<file path="src/rtl/hazard_ctrl_if.sv">
// Purpose: signal bundle between the pipeline datapath and the hazard sequencer.
// Latency: wires only; no state in the bundle.
// Backpressure: none here; stall/flush/hold requests travel on the slave-driven outputs.
// Ports: master = pipeline side (drives stage register addresses, control bits, dmem status);
//        slave  = hazard_ctrl (drives enables, flushes, hold, forwarding selects, mem_err, stall_cycles).
interface hazard_ctrl_if #(
  parameter int CNT_W = 32
);
  // ID stage
  logic [4:0]       rs1Addr_id;
  logic [4:0]       rs2Addr_id;
  logic             rs1Used_id;
  logic             rs2Used_id;
  // EX stage
  logic [4:0]       rs1Addr_ex;
  logic [4:0]       rs2Addr_ex;
  logic [4:0]       rdAddr_ex;
  logic             RegWrite_ex;
  logic             MemRead_ex;
  logic             redirect_ex;
  // MEM stage and data memory
  logic [4:0]       rdAddr_mem;
  logic             RegWrite_mem;
  logic             dmem_req_mem;
  logic             dmem_ready;
  // sequencer outputs
  logic             PCWrite;
  logic             IFIDWrite;
  logic             IFID_flush;
  logic             IDEX_flush;
  logic             EXMEM_hold;
  logic [1:0]       ForwardA;
  logic [1:0]       ForwardB;
  logic             mem_err;
  logic [CNT_W-1:0] stall_cycles;

  modport master (
    output rs1Addr_id, rs2Addr_id, rs1Used_id, rs2Used_id,
    output rs1Addr_ex, rs2Addr_ex, rdAddr_ex, RegWrite_ex, MemRead_ex, redirect_ex,
    output rdAddr_mem, RegWrite_mem, dmem_req_mem, dmem_ready,
    input  PCWrite, IFIDWrite, IFID_flush, IDEX_flush, EXMEM_hold,
    input  ForwardA, ForwardB, mem_err, stall_cycles
  );

  modport slave (
    input  rs1Addr_id, rs2Addr_id, rs1Used_id, rs2Used_id,
    input  rs1Addr_ex, rs2Addr_ex, rdAddr_ex, RegWrite_ex, MemRead_ex, redirect_ex,
    input  rdAddr_mem, RegWrite_mem, dmem_req_mem, dmem_ready,
    output PCWrite, IFIDWrite, IFID_flush, IDEX_flush, EXMEM_hold,
    output ForwardA, ForwardB, mem_err, stall_cycles
  );
endinterface

</file>
<file path="src/rtl/hazard_ctrl.sv">
// Purpose: pipeline sequencer - load-use/RAW stalls, branch redirect flushes, dmem wait holds, EX forwarding.
// Latency: control outputs combinational in the same cycle; mem_err, stall_cycles and WB tracking registered.
// Backpressure: a dmem wait freezes PC/IF-ID and holds EX/MEM+MEM/WB until dmem_ready; hazards stall PC/IF-ID.
// Ports: clk, rst_n (async active-low) plus hazard_ctrl_if.slave hz carrying all stage inputs and controls.
// Build option: HAZARD_FWD_EN defined enables EX forwarding (only load-use stalls); undefined ties
//   ForwardA/B to 00 and stalls on any RAW against an EX or MEM producer until it reaches WB.
module hazard_ctrl #(
  parameter int MAX_WAIT = 255,
  parameter int WAIT_W   = 8,
  parameter int CNT_W    = 32
) (
  input  logic         clk,
  input  logic         rst_n,
  hazard_ctrl_if.slave hz
);

  typedef enum logic {
    RUN   = 1'b0,
    MWAIT = 1'b1
  } state_t;

  localparam logic [WAIT_W-1:0] MAX_CNT = WAIT_W'(MAX_WAIT);

  state_t             state_q, state_d;
  logic [WAIT_W-1:0]  wait_cnt_q, wait_cnt_d;
  logic               mem_err_q;
  logic [CNT_W-1:0]   stall_q;

  logic               mwait;
  logic               ex_raw;
  logic               lduse;
  logic [1:0]         fwd_a, fwd_b;

  logic               pc_write, ifid_write, ifid_flush, idex_flush, exmem_hold;
  logic [1:0]         fwd_a_out, fwd_b_out;

  // True when the ID instruction actually reads architectural register rd (x0 never counts).
  function automatic logic id_reads(input logic [4:0] rd,
                                    input logic [4:0] rs1, input logic used1,
                                    input logic [4:0] rs2, input logic used2);
    return (rd != 5'd0) && ((used1 && (rs1 == rd)) || (used2 && (rs2 == rd)));
  endfunction

  assign mwait  = hz.dmem_req_mem & ~hz.dmem_ready;
  assign ex_raw = hz.RegWrite_ex &
                  id_reads(hz.rdAddr_ex, hz.rs1Addr_id, hz.rs1Used_id, hz.rs2Addr_id, hz.rs2Used_id);

`ifdef HAZARD_FWD_EN
  // Only a load in EX cannot be covered by forwarding.
  assign lduse = ex_raw & hz.MemRead_ex;

  // WB-stage destination, captured from MEM whenever the back end is not held.
  logic [4:0] wb_rd_q;
  logic       wb_we_q;

  always_ff @(posedge clk or negedge rst_n) begin
    if (!rst_n) begin
      wb_rd_q <= 5'd0;
      wb_we_q <= 1'b0;
    end else if (!exmem_hold) begin
      wb_rd_q <= hz.rdAddr_mem;
      wb_we_q <= hz.RegWrite_mem;
    end
  end

  // MEM is the younger producer, so it wins over WB for the same register.
  function automatic logic [1:0] fwd_sel(input logic [4:0] rs,
                                         input logic [4:0] mem_rd, input logic mem_we,
                                         input logic [4:0] wb_rd,  input logic wb_we);
    logic [1:0] sel;
    sel = 2'b00;
    if (mem_we && (mem_rd != 5'd0) && (mem_rd == rs)) begin
      sel = 2'b10;
    end else if (wb_we && (wb_rd != 5'd0) && (wb_rd == rs)) begin
      sel = 2'b01;
    end
    return sel;
  endfunction

  assign fwd_a = fwd_sel(hz.rs1Addr_ex, hz.rdAddr_mem, hz.RegWrite_mem, wb_rd_q, wb_we_q);
  assign fwd_b = fwd_sel(hz.rs2Addr_ex, hz.rdAddr_mem, hz.RegWrite_mem, wb_rd_q, wb_we_q);
`else
  // Without bypass paths every in-flight producer must retire to WB before ID may proceed;
  // the stall re-evaluates every cycle as the producer advances.
  logic mem_raw;
  logic unused_fwd;

  assign mem_raw = hz.RegWrite_mem &
                   id_reads(hz.rdAddr_mem, hz.rs1Addr_id, hz.rs1Used_id, hz.rs2Addr_id, hz.rs2Used_id);
  assign lduse      = ex_raw | mem_raw;
  assign fwd_a      = 2'b00;
  assign fwd_b      = 2'b00;
  assign unused_fwd = ^{hz.rs1Addr_ex, hz.rs2Addr_ex, hz.MemRead_ex};
`endif

  // Next state, wait counter and pipeline controls.
  always_comb begin
    state_d    = mwait ? MWAIT : RUN;
    wait_cnt_d = '0;
    pc_write   = 1'b1;
    ifid_write = 1'b1;
    ifid_flush = 1'b0;
    idex_flush = 1'b0;
    exmem_hold = 1'b0;
    fwd_a_out  = fwd_a;
    fwd_b_out  = fwd_b;

    // wait_cnt counts waited cycles in the current episode; it restarts at 1 on entry.
    if (state_d == MWAIT) begin
      if (state_q == RUN) begin
        wait_cnt_d = WAIT_W'(1);
      end else if (wait_cnt_q != MAX_CNT) begin
        wait_cnt_d = wait_cnt_q + WAIT_W'(1);
      end else begin
        wait_cnt_d = wait_cnt_q;
      end
    end

    if (!rst_n) begin
      // Reset presents a fully bubbled, frozen front end.
      pc_write   = 1'b0;
      ifid_write = 1'b0;
      ifid_flush = 1'b1;
      idex_flush = 1'b1;
      fwd_a_out  = 2'b00;
      fwd_b_out  = 2'b00;
    end else if (mwait) begin
      // ID/EX is frozen by the hold itself, so no bubble is inserted.
      pc_write   = 1'b0;
      ifid_write = 1'b0;
      exmem_hold = 1'b1;
    end else if (hz.redirect_ex) begin
      // Fetch the target while squashing the two wrong-path instructions.
      ifid_flush = 1'b1;
      idex_flush = 1'b1;
    end else if (lduse) begin
      pc_write   = 1'b0;
      ifid_write = 1'b0;
      idex_flush = 1'b1;
    end
  end

  always_ff @(posedge clk or negedge rst_n) begin
    if (!rst_n) begin
      state_q    <= RUN;
      wait_cnt_q <= '0;
      mem_err_q  <= 1'b0;
      stall_q    <= '0;
    end else begin
      state_q    <= state_d;
      wait_cnt_q <= wait_cnt_d;
      if ((state_d == MWAIT) && (wait_cnt_d == MAX_CNT)) begin
        mem_err_q <= 1'b1;
      end
      if (!pc_write) begin
        stall_q <= stall_q + CNT_W'(1);
      end
    end
  end

  assign hz.PCWrite      = pc_write;
  assign hz.IFIDWrite    = ifid_write;
  assign hz.IFID_flush   = ifid_flush;
  assign hz.IDEX_flush   = idex_flush;
  assign hz.EXMEM_hold   = exmem_hold;
  assign hz.ForwardA     = fwd_a_out;
  assign hz.ForwardB     = fwd_b_out;
  assign hz.mem_err      = mem_err_q;
  assign hz.stall_cycles = stall_q;

endmodule
</file>
<file path="src/flat_wrapper.sv">
// flat-port wrapper written by rule: the top's interface ports become plain ports
module hazard_ctrl_flat 
#(
  parameter int MAX_WAIT = 255,
  parameter int WAIT_W   = 8,
  parameter int CNT_W    = 32
)
  (clk, rst_n, hz_rs1Addr_id, hz_rs2Addr_id, hz_rs1Used_id, hz_rs2Used_id, hz_rs1Addr_ex, hz_rs2Addr_ex, hz_rdAddr_ex, hz_RegWrite_ex, hz_MemRead_ex, hz_redirect_ex, hz_rdAddr_mem, hz_RegWrite_mem, hz_dmem_req_mem, hz_dmem_ready, hz_PCWrite, hz_IFIDWrite, hz_IFID_flush, hz_IDEX_flush, hz_EXMEM_hold, hz_ForwardA, hz_ForwardB, hz_mem_err, hz_stall_cycles);
  hazard_ctrl_if #(.CNT_W(CNT_W)) hz_i ();
  input  logic clk;
  input  logic rst_n;
  input wire logic [$bits(hz_i.rs1Addr_id)-1:0] hz_rs1Addr_id;
  input wire logic [$bits(hz_i.rs2Addr_id)-1:0] hz_rs2Addr_id;
  input wire logic [$bits(hz_i.rs1Used_id)-1:0] hz_rs1Used_id;
  input wire logic [$bits(hz_i.rs2Used_id)-1:0] hz_rs2Used_id;
  input wire logic [$bits(hz_i.rs1Addr_ex)-1:0] hz_rs1Addr_ex;
  input wire logic [$bits(hz_i.rs2Addr_ex)-1:0] hz_rs2Addr_ex;
  input wire logic [$bits(hz_i.rdAddr_ex)-1:0] hz_rdAddr_ex;
  input wire logic [$bits(hz_i.RegWrite_ex)-1:0] hz_RegWrite_ex;
  input wire logic [$bits(hz_i.MemRead_ex)-1:0] hz_MemRead_ex;
  input wire logic [$bits(hz_i.redirect_ex)-1:0] hz_redirect_ex;
  input wire logic [$bits(hz_i.rdAddr_mem)-1:0] hz_rdAddr_mem;
  input wire logic [$bits(hz_i.RegWrite_mem)-1:0] hz_RegWrite_mem;
  input wire logic [$bits(hz_i.dmem_req_mem)-1:0] hz_dmem_req_mem;
  input wire logic [$bits(hz_i.dmem_ready)-1:0] hz_dmem_ready;
  output wire logic [$bits(hz_i.PCWrite)-1:0] hz_PCWrite;
  output wire logic [$bits(hz_i.IFIDWrite)-1:0] hz_IFIDWrite;
  output wire logic [$bits(hz_i.IFID_flush)-1:0] hz_IFID_flush;
  output wire logic [$bits(hz_i.IDEX_flush)-1:0] hz_IDEX_flush;
  output wire logic [$bits(hz_i.EXMEM_hold)-1:0] hz_EXMEM_hold;
  output wire logic [$bits(hz_i.ForwardA)-1:0] hz_ForwardA;
  output wire logic [$bits(hz_i.ForwardB)-1:0] hz_ForwardB;
  output wire logic [$bits(hz_i.mem_err)-1:0] hz_mem_err;
  output wire logic [$bits(hz_i.stall_cycles)-1:0] hz_stall_cycles;
  assign hz_i.rs1Addr_id = hz_rs1Addr_id;
  assign hz_i.rs2Addr_id = hz_rs2Addr_id;
  assign hz_i.rs1Used_id = hz_rs1Used_id;
  assign hz_i.rs2Used_id = hz_rs2Used_id;
  assign hz_i.rs1Addr_ex = hz_rs1Addr_ex;
  assign hz_i.rs2Addr_ex = hz_rs2Addr_ex;
  assign hz_i.rdAddr_ex = hz_rdAddr_ex;
  assign hz_i.RegWrite_ex = hz_RegWrite_ex;
  assign hz_i.MemRead_ex = hz_MemRead_ex;
  assign hz_i.redirect_ex = hz_redirect_ex;
  assign hz_i.rdAddr_mem = hz_rdAddr_mem;
  assign hz_i.RegWrite_mem = hz_RegWrite_mem;
  assign hz_i.dmem_req_mem = hz_dmem_req_mem;
  assign hz_i.dmem_ready = hz_dmem_ready;
  assign hz_PCWrite = hz_i.PCWrite;
  assign hz_IFIDWrite = hz_i.IFIDWrite;
  assign hz_IFID_flush = hz_i.IFID_flush;
  assign hz_IDEX_flush = hz_i.IDEX_flush;
  assign hz_EXMEM_hold = hz_i.EXMEM_hold;
  assign hz_ForwardA = hz_i.ForwardA;
  assign hz_ForwardB = hz_i.ForwardB;
  assign hz_mem_err = hz_i.mem_err;
  assign hz_stall_cycles = hz_i.stall_cycles;
  hazard_ctrl #(.MAX_WAIT(MAX_WAIT), .WAIT_W(WAIT_W), .CNT_W(CNT_W)) u_core (.clk(clk), .rst_n(rst_n), .hz(hz_i));
endmodule
</file>
<file path="config.mk">
export PLATFORM = sky130hd
export DESIGN_NAME = hazard_ctrl_flat
export DESIGN_NICKNAME = d
export VERILOG_FILES = /design/src/rtl/hazard_ctrl_if.sv /design/src/rtl/hazard_ctrl.sv /design/src/flat_wrapper.sv
export SDC_FILE = /design/constraint.sdc
export NUM_CORES = 1
export LEC_CHECK = 0
export ABC_CLOCK_PERIOD_IN_PS = 2200
export BUFFER_PORTS_ARGS = -buffer_cell sky130_fd_sc_hd__buf_4
export CORE_MARGIN = 2
export CORE_UTILIZATION = 40
export DETAILED_ROUTE_END_ITERATION = 8
export GPL_ROUTABILITY_DRIVEN = 0
export MAX_ROUTING_LAYER = met4
export PLACE_DENSITY_LB_ADDON = 0.25
export SYNTH_ARGS = -nofsm -noshare
export SYNTH_HDL_FRONTEND = slang
export SYNTH_SLANG_ARGS = --single-unit
</file>
<file path="constraint.sdc">
create_clock -name clk -period 2.2 [get_ports clk]
set_input_delay 0.33 -clock clk [delete_from_list [all_inputs] [get_ports clk]]
set_output_delay 0.33 -clock clk [all_outputs]
set_load 0.01 [all_outputs]
</file>
### After elaboration in Yosys (flattened, before gate mapping)

Cells that the tools add are included.

| word-level totals | value |
|---|---|
| register bits after elaboration | 42 |
| memories | 0 |
| input port bits | 40 |
| output and inout port bits | 42 |
| memory bits (read-only) | 0 |
| bits in latches | 0 |
| word-level logic and storage cells | 44 |
| bits in writable memories | 0 |

| cells by class | value |
|---|---|
| shifts and indexed selects | 0 |
| multipliers | 0 |
| bitwise operators | 5 |
| reductions and logical operators | 11 |
| order comparisons | 0 |
| add/subtract/negate cells | 2 |
| divide/modulo/power cells | 0 |
| mux-type cells | 16 |
| eq/ne operators | 6 |

Operator list:

| cell | number |
|---|---|
| $add 32x1->32 const B | 1 |
| $mux 8 | 3 |
| $eq 5x5->1 | 4 |
| $mux 1 | 13 |
| $reduce_bool 5->1 | 2 |
| $add 8x1->8 const B | 1 |
| $eq 8x8->1 const B | 1 |
| $ne 8x8->1 const B | 1 |
| $logic_and 1x1->1 | 7 |
| $and 1x1->1 | 3 |
| $logic_or 1x1->1 | 2 |
| $not 1->1 | 1 |
| $or 1x1->1 | 1 |

### Depth between registers and ports, before layout

Gate-level depths: netlist (run 1).

| logic depth | value |
|---|---|
| depth after elaboration | 10 |
| mapped depth | 7 |
| gate-level depth less buffers | 7 |

### Worst setup path after synthesis (run 1)

Ideal clock, no wire load.

| path | value |
|---|---|
| path type | input to output |
| from | in hz_rdAddr_ex[0] |
| to | out hz_PCWrite |
| arrival time | 1.635 ns |
| slack | 0.235 ns |
| data required time | 1.870 ns |
| stages on the path | 6 |
| buffers on the path | 1 |
| path through | or4_1 > o21ai_2 > or2_2 > o32ai_4 > nor2_2 > buf_4 |

| between the ends | value |
|---|---|
| cells in the longest elaborated chain, start to end | 10 |
| elaborated cells on any way between the ends | 13 |
| those cells by class | eq/ne: 2; mux: 4; bitwise: 2; reduce/logical: 5 |

RTL lines:

| element | line | source |
|---|---|---|
| start: declaration | flat_wrapper.sv:18 | `input wire logic [$bits(hz_i.rdAddr_ex)-1:0] hz_rdAddr_ex;` |
| $eq 5x5->1 | hazard_ctrl.sv:41 | `return (rd != 5'd0) && ((used1 && (rs1 == rd)) \|\| (used2 && (rs2 == rd)));` |
| $logic_and 1x1->1 | hazard_ctrl.sv:41 |  |
| $logic_or 1x1->1 | hazard_ctrl.sv:41 |  |
| $logic_and 1x1->1 * | hazard_ctrl.sv:41 |  |
| $and 1x1->1 * | hazard_ctrl.sv:45 | `assign ex_raw = hz.RegWrite_ex &` |
| $or 1x1->1 * | hazard_ctrl.sv:90 | `assign lduse = ex_raw \| mem_raw;` |
| $mux 1 * (4 in a row) | n/a |  |
| end: declaration | flat_wrapper.sv:26 | `output wire logic [$bits(hz_i.PCWrite)-1:0] hz_PCWrite;` |

Mark *: on every way between the ends. The rest lies on a longest branch, timed or not.

### Final worst setup path (run 1)

| path | value |
|---|---|
| from | in hz_rs2Addr_id[4] |
| to | out hz_IFIDWrite |

| between the ends | value |
|---|---|
| cells in the longest elaborated chain, start to end | 10 |
| elaborated cells on any way between the ends | 15 |
| those cells by class | eq/ne: 2; mux: 4; bitwise: 3; reduce/logical: 6 |

RTL lines:

| element | line | source |
|---|---|---|
| start: declaration | flat_wrapper.sv:13 | `input wire logic [$bits(hz_i.rs2Addr_id)-1:0] hz_rs2Addr_id;` |
| $eq 5x5->1 | hazard_ctrl.sv:41 |  |
| $logic_and 1x1->1 | hazard_ctrl.sv:41 |  |
| $logic_or 1x1->1 | hazard_ctrl.sv:41 |  |
| $logic_and 1x1->1 | hazard_ctrl.sv:41 |  |
| $and 1x1->1 (on tied branches) | hazard_ctrl.sv:45, hazard_ctrl.sv:88 |  |
| $or 1x1->1 * | hazard_ctrl.sv:90 |  |
| $mux 1 * | hazard_ctrl.sv:136 | `end else if (lduse) begin` |
| $mux 1 * | hazard_ctrl.sv:132 | `end else if (hz.redirect_ex) begin` |
| $mux 1 * | hazard_ctrl.sv:127 | `end else if (mwait) begin` |
| $mux 1 * | hazard_ctrl.sv:119 | `if (!rst_n) begin` |
| end: declaration | flat_wrapper.sv:27 | `output wire logic [$bits(hz_i.IFIDWrite)-1:0] hz_IFIDWrite;` |

Marked as above.

==> qor.csv, run 1 <==
metric,value,unit
setup_viol_count_final,0,
crit_top_cell,buf_4,
crit_slowest_cell,o32ai_4,
place_ws,0.0584,ns
use_met2,28.2,%
rsz0062_at_grt,false,
use_met1,21.3,%
grt_max_degree,38,
clk_pin_slew,0.08,ns
switchingPower,0.580,mW
layout.nets,357,
comb_power_share,23.8,%
finalCritPeriodShare,94.8,%
grt_usage,17.3,%
p_leak,1.41,nW
slowest_delay,0.35,ns
min_period,2.08,ns
cts.root.buffer_cell,clkbuf_8,
wl_per_cell,14.1,µm
final_common_cell,buf_4,
top_usage_layer,met2,
switching_share,28.4,%
finClkSkew,0.0113,ns
clockPowerShare,30.5,%
ys_seq_area_share,41.9,%
grtUsageMet3,3.48,%
yosysUniqueCellTypes,39,
hpwl,4.08,mm
h-tree-depth,2,
cts_tree,built,
drt-initial-drc-count,74,
drv_slew,0,
power_frac_seq,45.7,%
grt_pass1_vias,2057,
p_int,1.46,mW
cp.arrival,1.75,ns
ioPinCount,82,
cp-end-kind,output port,
layout_setup_ws,0.115,ns
path_cells,buf_4 -> xor2_1 -> nor4_1 -> a32oi_1 -> o32ai_4 -> nor2_4 -> buf_4,
postLayoutCoreUtil,53.8,%
post-place-cells,381,
setup_tns,0,ns
ir_drop,0.533,mV
synth-seq-cells,42,
area_delta_synth_final,28.4,%
p_per_area,635,nW/µm²
die_w,83.2,µm
critical_path_class,input port to output port,
status,finished clean,
stdcell_count,390,
antenna_found_initial,0,
drc_errors,0,
yosysWarnings,0,
die_h,83.2,µm
grt_pass1_wl,9.63,mm
synth_cells,244,
drv_cap,0,
dieArea,6920,µm²
fmax,480,MHz
start_kind,input port,
via_count,2099,
cts.sinks,42,
clk-insertion-delay-late,0.30,ns
nFillCells,541,
drive_above_1_share,30.5,%
avgSynthCellArea,10.3,µm²
power.total,2.04,mW
routed_wl,5.49,mm
viasPerCell,5.38,
antenna_cells,0,
grt-ovfl-total,0,
worst-path-max-fanout,4,
mostFrequentLayoutCells,"buf_4, dfrtp_1, xnor2_1",
min_path_type,input port to async pin,
numPortBuffers,66,
cts_buffer_depth,2,
rows,28,
ant_nets,0,
netlist_area,2510,µm²
hold_viol,0,
drt_first_pass_iters,4,
cts_inserted_buffers,5,
start_util,41.9,%
required,1.87,ns
core_area,5990,µm²
## repair_timing
| action | CTS | global route |
|---|---|---|
| setup buffers | 0 | 1 |
| hold buffers | 1 | 0 |
| endpoints found under the setup margin | 0 | 3 |
| gates resized for setup | 0 | 1 |
| hold endpoints to repair | 5 | 0 |
## sequential cells by signal, summed over array words and instances (netlist names)
| register | cells |
|---|---|
| u_core.hz.stall_cycles | 32 |
| u_core.wait_cnt_q | 8 |
| u_core.hz.mem_err | 1 |
| u_core.state_q | 1 |
## power groups by stage
stage	Sequential [mW]	Combinational, mW	Clock, mW
final	0.934	0.486	0.625
after global placement	0.947	0.481	0
after floorplan	0.976	0.212	0
after global routing	0.955	0.536	0.678
after CTS	0.937	0.495	0.646
after detailed placement	0.949	0.494	0
## worst max-delay path, delay by kind of cell
family	cells	cell delay (ns)
AND/OR/NAND/NOR	2	0.43
buffers and inverters	2	0.27
AO/OA/AOI/OAI	2	0.58
XOR/XNOR	1	0.15
## metrics by stage
| stage | cell area (µm²) | hold WS, ns |
|---|---|---|
| final | 3220 | 0.382 |
| after global routing | 3220 | 0.389 |
| after CTS | 3210 | 0.374 |
| after detailed placement | 3090 | 0.152 |
| after global placement | 3090 | 0.153 |
| after floorplan | 2520 | 0.0344 |
## synth_stat cells
| master | n | share of area [%] |
|---|---|---|
| conb_1 | 1 | 0.15 |
| nand3_1 | 11 | 2.2 |
| and2_1 | 7 | 1.7 |
| nand4_1 | 4 | 1.0 |
| a32oi_1 | 2 | 0.70 |
| buf_4 | 5 | 1.5 |
| and4b_1 | 1 | 0.40 |
| o21bai_1 | 1 | 0.30 |
| or2_2 | 1 | 0.25 |
| o21ai_2 | 2 | 0.70 |
| a31oi_1 | 3 | 0.75 |
| ha_1 | 2 | 1.0 |
| nand2b_1 | 1 | 0.25 |
| and4_1 | 2 | 0.70 |
| a21oi_1 | 4 | 0.80 |
| o21ai_0 | 10 | 2.0 |
| nor2_1 | 8 | 1.2 |
| o211ai_1 | 13 | 3.9 |
| and3_1 | 12 | 3.0 |
| nor2_2 | 1 | 0.25 |
| xor2_1 | 16 | 5.6 |
| nand2_1 | 13 | 1.9 |
| o32ai_4 | 1 | 1.1 |
| nor3_1 | 5 | 1.0 |
| nor4_1 | 7 | 1.7 |
| buf_2 | 2 | 0.40 |
| a41o_1 | 1 | 0.40 |
| inv_1 | 2 | 0.30 |
| or4_1 | 2 | 0.60 |
| xnor2_1 | 36 | 13 |
| nor3b_1 | 2 | 0.60 |
| clkbuf_1 | 6 | 0.90 |
| o2111ai_1 | 4 | 1.4 |
| o22ai_1 | 2 | 0.50 |
| o2111ai_2 | 7 | 4.2 |
| dfrtp_1 | 42 | 42 |
| mux2i_1 | 1 | 0.40 |
| buf_6 | 3 | 1.3 |
| mux2_2 | 1 | 0.45 |
## layer usage
layer,vias up,part of all wire [%]
met4,0,1.7
met2,46,48
met5,-,0
met1,1023,46
met3,8,4.2
li1,1022,-
## kinds of logic (layout without fill, tap and decap cells)
kind of cell / Yosys count / in the layout / synth area share [%]
compound gates: 50 / 50 / 16.7
xor+xnor: 52 / 52 / 18.1
fa+ha+maj: 2 / 2 / 0.997
buf+inv: 18 / 86 / 4.44
flops: 42 / 42 / 41.9
mux: 2 / 2 / 0.847
other cells: 1 / 4 / 0.149
simple gates: 77 / 77 / 16.8
## area by class of cell
type / count / area [µm²] / area share (%)
Clock buffer: 6 / 82.6 / 2.56
Clock inverter: 1 / 30.0 / 0.932
Inverter: 2 / 7.51 / 0.233
Multi-Input combinational cell: 187 / 1360 / 42.3
Sequential cell: 42 / 1050 / 32.6
Tap cell: 75 / 93.8 / 2.91
Timing Repair Buffer: 77 / 593 / 18.4
## final timing paths
check / from / to / slack [ns] / cells after the start
min in group clk: hz_dmem_req_mem / u_core.wait_cnt_q[0]$_DFF_PN0_ / 0.39 / 3
setup reg to reg: u_core.wait_cnt_q[0]$_DFF_PN0_ / u_core.hz.mem_err$_DFFE_PN0P_ / 0.19 / 7
hold / removal: rst_n / u_core.wait_cnt_q[4]$_DFF_PN0_ / 0.38 / 2
setup / recovery: hz_rs2Addr_id[4] / hz_IFIDWrite / 0.12 / 7
hold reg to reg: u_core.hz.mem_err$_DFFE_PN0P_ / u_core.hz.mem_err$_DFFE_PN0P_ / 0.48 / 1
max in group asynchronous: rst_n / u_core.hz.stall_cycles[27]$_DFFE_PN0N_ / 1.15 / 3
No activity file was read; power rests on OpenSTA's default activity.
==> run 2, diff against run 1 <==
--- a/config.mk
+++ b/config.mk
@@ -5,6 +5,7 @@
 export SDC_FILE = /design/constraint.sdc
 export NUM_CORES = 1
 export LEC_CHECK = 0
+export ABC_AREA = 1
 export ABC_CLOCK_PERIOD_IN_PS = 2200
 export BUFFER_PORTS_ARGS = -buffer_cell sky130_fd_sc_hd__buf_4
 export CORE_MARGIN = 2
==> qor.csv, run 2 <==
metric,value,unit
wl_per_cell,11.9,µm
synth_common_cells,"nand2_1, nand3_1, inv_1",
numPortBuffers,66,
ioPinCount,82,
ant_nets,0,
yosysUniqueCellTypes,30,
post_cts_resized,0,
die_h,92.8,µm
use_met2,31.6,%
start_kind,flop,
hold_viol,0,
yosysTopAreaCell,dfrtp_1,
grt_max_degree,43,
holdBufCountCts,0,
synth_ff_type,dfrtp_1,
multi_input_area,1840,µm²
top_usage_layer,met2,
drive_above_1_share,20.5,%
clockPowerShare,26.8,%
netlist_area,3160,µm²
synth.most_common_cell,nand2_1,
comb_power_share,22.7,%
cts.sinks,42,
routed_wl,7.75,mm
cts.root.buffer_cell,clkbuf_8,
cp.arrival,2.04,ns
setup_viol_count_final,0,
cts_tree,built,
status,finished clean,
post_cts_buffers,0,
h-tree-depth,2,
grt-ovfl-total,0,
switching_share,33.0,%
p_int,1.22,mW
ys_seq_area_share,33.3,%
antenna_found_initial,0,
clk_pin_slew,0.08,ns
post-synth-top-area-fraction,33.3,%
nFillCells,814,
min_path_type,input port to async pin,
start_util,41.0,%
grt_usage,19.9,%
worst_slew_pin_slew,0.537,ns
drv_slew,0,
final_common_cell,nand2_1,
via_count,3167,
drt-initial-drc-count,193,
synth_cells,481,
drv_cap,0,
finalCritPeriodShare,82.0,%
synth_area_leaders,"dfrtp_1, nand2_1, nand3_1",
min_period,1.80,ns
synth-seq-cells,42,
area_delta_synth_final,20.9,%
rsz0062_at_grt,false,
ir_drop,0.347,mV
p_per_area,476,nW/µm²
grt_pass1_wl,13.8,mm
critical_path_class,flop to flop,
avgSynthCellArea,6.56,µm²
required,2.44,ns
cts_buffer_depth,2,
grtUsageMet3,2.85,%
layout.nets,589,
power_frac_seq,50.6,%
synth-edff-count,0,
mostFrequentLayoutCells,"nand2_1, buf_4, nand3_1",
fmax,554,MHz
viasPerCell,4.88,
die_w,92.8,µm
seq_area,1050,µm²
slew_headroom,64.2,%
p_leak,2.05,nW
setup_tns,0,ns
dieArea,8620,µm²
clk-insertion-delay-late,0.30,ns
power.total,1.82,mW
use_met1,26.8,%
core_area,7690,µm²
finClkSkew,0.00612,ns
synth-async-reset-ratio,100,%
antenna_cells,0,
rows,32,
drt_first_pass_iters,4,
cts_inserted_buffers,5,
worst-path-max-fanout,5,
drc_errors,0,
yosysWarnings,0,
grt_pass1_vias,3033,
switchingPower,0.599,mW
largest_reg_flops,32,
cp-end-kind,flop,
hpwl,6.03,mm
run 2: cell count changes after synthesis, sizes merged, moves of 6 or more:
cell,previous run,this run
and3,12,1
nor2,9,52
inv,2,52
xnor2,36,7
nor4,7,1
nand3,11,50
o211ai,13,0
o21ai,12,5
o2111ai,11,0
and2,7,1
nor3,5,16
nand2,13,191
run 2: routing by layer:
layer  wire, µm  vias to the layer above
met5          0                        -
met4         47                        0
met3        326                        5
met2       3710                       67
met1       3660                     1459
li1           -                     1636
run 2: final cells by class:
type	count	share of cell area, %
Sequential cell	42	27.6
Clock buffer	5	1.80
Multi-Input combinational cell	376	48.1
Timing Repair Buffer	70	13.8
Tap cell	102	3.35
Clock inverter	2	0.262
Inverter	52	5.12
run 2: worst paths after layout:
check | startpoint | to | slack, ns | cells past startpoint
min in group clk | hz_dmem_ready | u_core.state_q$_DFF_PN0_ | 0.19 | 2
hold reg to reg | u_core.hz.mem_err$_DFFE_PN0P_ | u_core.hz.mem_err$_DFFE_PN0P_ | 0.48 | 2
max in group asynchronous | rst_n | u_core.hz.stall_cycles[15]$_DFFE_PN0N_ | 1.72 | 2
hold / removal | rst_n | u_core.state_q$_DFF_PN0_ | 0.09 | 2
setup / recovery | u_core.hz.stall_cycles[1]$_DFFE_PN0N_ | u_core.hz.stall_cycles[18]$_DFFE_PN0N_ | 0.40 | 8
setup reg to reg | u_core.hz.stall_cycles[1]$_DFFE_PN0N_ | u_core.hz.stall_cycles[18]$_DFFE_PN0N_ | 0.40 | 8
run 2: stage by stage:
step	hold WS, ns	area, µm²	setup WS [ns]	util, %	cells
after floorplan	0.0344	3170	0.470	-	484
after global placement	0.444	3740	0.460	48.6	642
after detailed placement	0.449	3740	0.403	48.6	642
after CTS	0.118	3810	0.387	49.6	649
after global routing	0.143	3810	0.177	49.6	649
final	0.0923	3810	0.396	49.6	649
run 2: logic make-up after synthesis:
kind of cell / synth area share [%]
compound gates: 2.30
other cells: 0.119
simple gates: 47.1
buf+inv: 8.92
fa+ha+maj: 0.793
xor+xnor: 7.49
flops: 33.3
run 2: power groups by stage:
stage	Combinational [mW]	Clock, mW	Sequential, mW
after floorplan	0.219	0	0.936
after global placement	0.407	0	0.930
after detailed placement	0.415	0	0.933
after CTS	0.418	0.498	0.919
after global routing	0.467	0.524	0.933
final	0.412	0.486	0.919
run 2: critical path, cell delays in order, from the launching register on:
cell	delay [ns]
dfrtp_1	0.48
ha_1	0.33
nand3_4	0.14
nor3_4	0.26
nand3_2	0.14
nor2_2	0.11
xor2_1	0.14
nand2_1	0.07
nand2_1	0.08
==> run 3, diff against run 2 <==
--- a/config.mk
+++ b/config.mk
@@ -5,8 +5,8 @@
 export SDC_FILE = /design/constraint.sdc
 export NUM_CORES = 1
 export LEC_CHECK = 0
-export ABC_AREA = 1
-export ABC_CLOCK_PERIOD_IN_PS = 2200
+export ABC_AREA = 0
+export ABC_CLOCK_PERIOD_IN_PS = 1500
 export BUFFER_PORTS_ARGS = -buffer_cell sky130_fd_sc_hd__buf_4
 export CORE_MARGIN = 2
 export CORE_UTILIZATION = 40
==> constraint.sdc (replaced) <==
create_clock -name clk -period 1.5 [get_ports clk]
set_input_delay 0.225 -clock clk [delete_from_list [all_inputs] [get_ports clk]]
set_output_delay 0.225 -clock clk [all_outputs]
set_load 0.01 [all_outputs]
==> qor.csv, run 3 (synthesis results as in run 1) <==
metric,value,unit
status,finished with violations,
violations,negative setup slack,
holdBufCountCts,0,
area_delta_synth_final,68.3,%
core_area,5990,µm²
cts_tree,built,
rows,28,
stdcell_area,4230,µm²
clk-insertion-delay-late,0.29,ns
ant_nets,0,
dieArea,6920,µm²
grt_pass1_wl,11.4,mm
grt-ovfl-total,0,
slew_headroom,64.8,%
use_met1,25.8,%
start_util,41.9,%
h-tree-depth,2,
viasPerCell,5.31,
finClkSkew,0.00753,ns
rsz0062_at_grt,true,
finalCritPeriodShare,129,%
hold_viol,0,
largest_reg_flops,32,
layout_setup_ws,-0.430,ns
drc_errors,0,
grt_max_degree,43,
numPortBuffers,66,
cp-end-kind,flop,
ioPinCount,82,
clk_pin_slew,0.08,ns
routed_wl,7.23,mm
cts.sinks,42,
drive_above_1_share,56.3,%
layout.nets,419,
mostFrequentLayoutCells,"buf_4, dfrtp_1, xnor2_1",
cts_buffer_depth,2,
p_per_area,764,nW/µm²
drt_first_pass_iters,4,
wl_per_cell,16.0,µm
drt-initial-drc-count,94,
critical_path_class,input port to flop,
via_count,2404,
grt_pass1_vias,2416,
start_kind,input port,
hold_slack,0.0438,ns
use_met2,34.4,%
drv_slew,0,
cp.arrival,2.10,ns
power.total,3.23,mW
cts.root.buffer_cell,clkbuf_8,
required,1.67,ns
grtUsageMet3,2.88,%
p_leak,1.86,nW
antenna_found_initial,0,
min_period,1.93,ns
setup_viol_count_final,40,
drv_cap,0,
min_path_type,input port to async pin,
fmax,518,MHz
hpwl,4.67,mm
antenna_cells,0,
ir_drop,0.754,mV
cts_inserted_buffers,5,
worst_slew_pin_slew,0.528,ns
placed_area,3570,µm²
top_usage_layer,met2,
die_w,83.2,µm
grt_usage,20.4,%
die_h,83.2,µm
final_common_cell,buf_4,
worst-path-max-fanout,3,
run 3: cell types whose count changed in the layout (fill, tap and decap cells not counted), moves of 7 or more:
cell	change
xnor2_1	+27
nor3_1	-10
o2111ai_2	+10
nand2_1	-174
inv_1	-42
nor2_1	-34
o211ai_1	+13
buf_6	+19
buf_4	+44
xor2_1	-7
nand3_1	-40
inv_2	-8
nor2_2	-10
run 3: metal layers:
layer / vias to the layer above / part of all wire [%]
met2: 57 / 51
met4: 0 / 1.6
li1: 1158 / -
met5: - / 0
met1: 1176 / 44
met3: 13 / 3.3
run 3: critical path, stage by stage:
cell and delay (ns):
buf_8 0.09, buf_4 0.14, xor2_1 0.18, nor4_2 0.38, a32oi_4 0.22, o32ai_4 0.16, buf_6 0.15, nor2_4 0.04
buf_4 0.13, buf_6 0.11, mux2_4 0.28
run 3: area by class of cell:
class | instances | area, µm²
Clock buffer | 7 | 86.3
Clock inverter | 1 | 5.00
Fill cell | 444 | 1770
Inverter | 2 | 7.51
Multi-Input combinational cell | 187 | 1780
Sequential cell | 42 | 1050
Tap cell | 75 | 93.8
Timing Repair Buffer | 139 | 1200
run 3: through the flow:
step | instances | setup slack, ns | TNS (ns) | util (%)
after detailed placement | 431 | -0.509 | -15.79 | 59.6
final | 453 | -0.430 | -12.11 | 70.5
after global placement | 431 | -0.490 | -15.65 | 59.6
after global routing | 453 | -0.477 | -14.91 | 70.5
after CTS | 449 | -0.340 | -8.80 | 66.1
after floorplan | 247 | -0.256 | -6.84 | -
run 3: worst paths after layout:
check,cells past startpoint,to,slack (ns),from
worst min-delay path,2,u_core.hz.stall_cycles[30]$_DFFE_PN0N_,0.04,rst_n
max in group asynchronous,2,u_core.hz.stall_cycles[4]$_DFFE_PN0N_,1.07,rst_n
worst max-delay path,11,u_core.hz.stall_cycles[1]$_DFFE_PN0N_,-0.43,hz_rdAddr_ex[4]
worst max register to register,6,u_core.hz.stall_cycles[31]$_DFFE_PN0N_,-0.19,u_core.hz.stall_cycles[19]$_DFFE_PN0N_
min in group clk,3,u_core.wait_cnt_q[0]$_DFF_PN0_,0.32,hz_dmem_req_mem
worst min register to register,1,u_core.hz.mem_err$_DFFE_PN0P_,0.49,u_core.hz.mem_err$_DFFE_PN0P_
run 3: repair_timing:
action                                  CTS  global route
endpoints found under the setup margin   40            42
buffers inserted                          8             6
gates cloned                              2             1
resized for setup                        34            42
pin swaps                                18            24
run 3: where the power goes:
part | switching [mW] | internal, mW
registers | 0.0704 | 1.25
clock network | 0.380 | 0.372
logic | 0.525 | 0.633
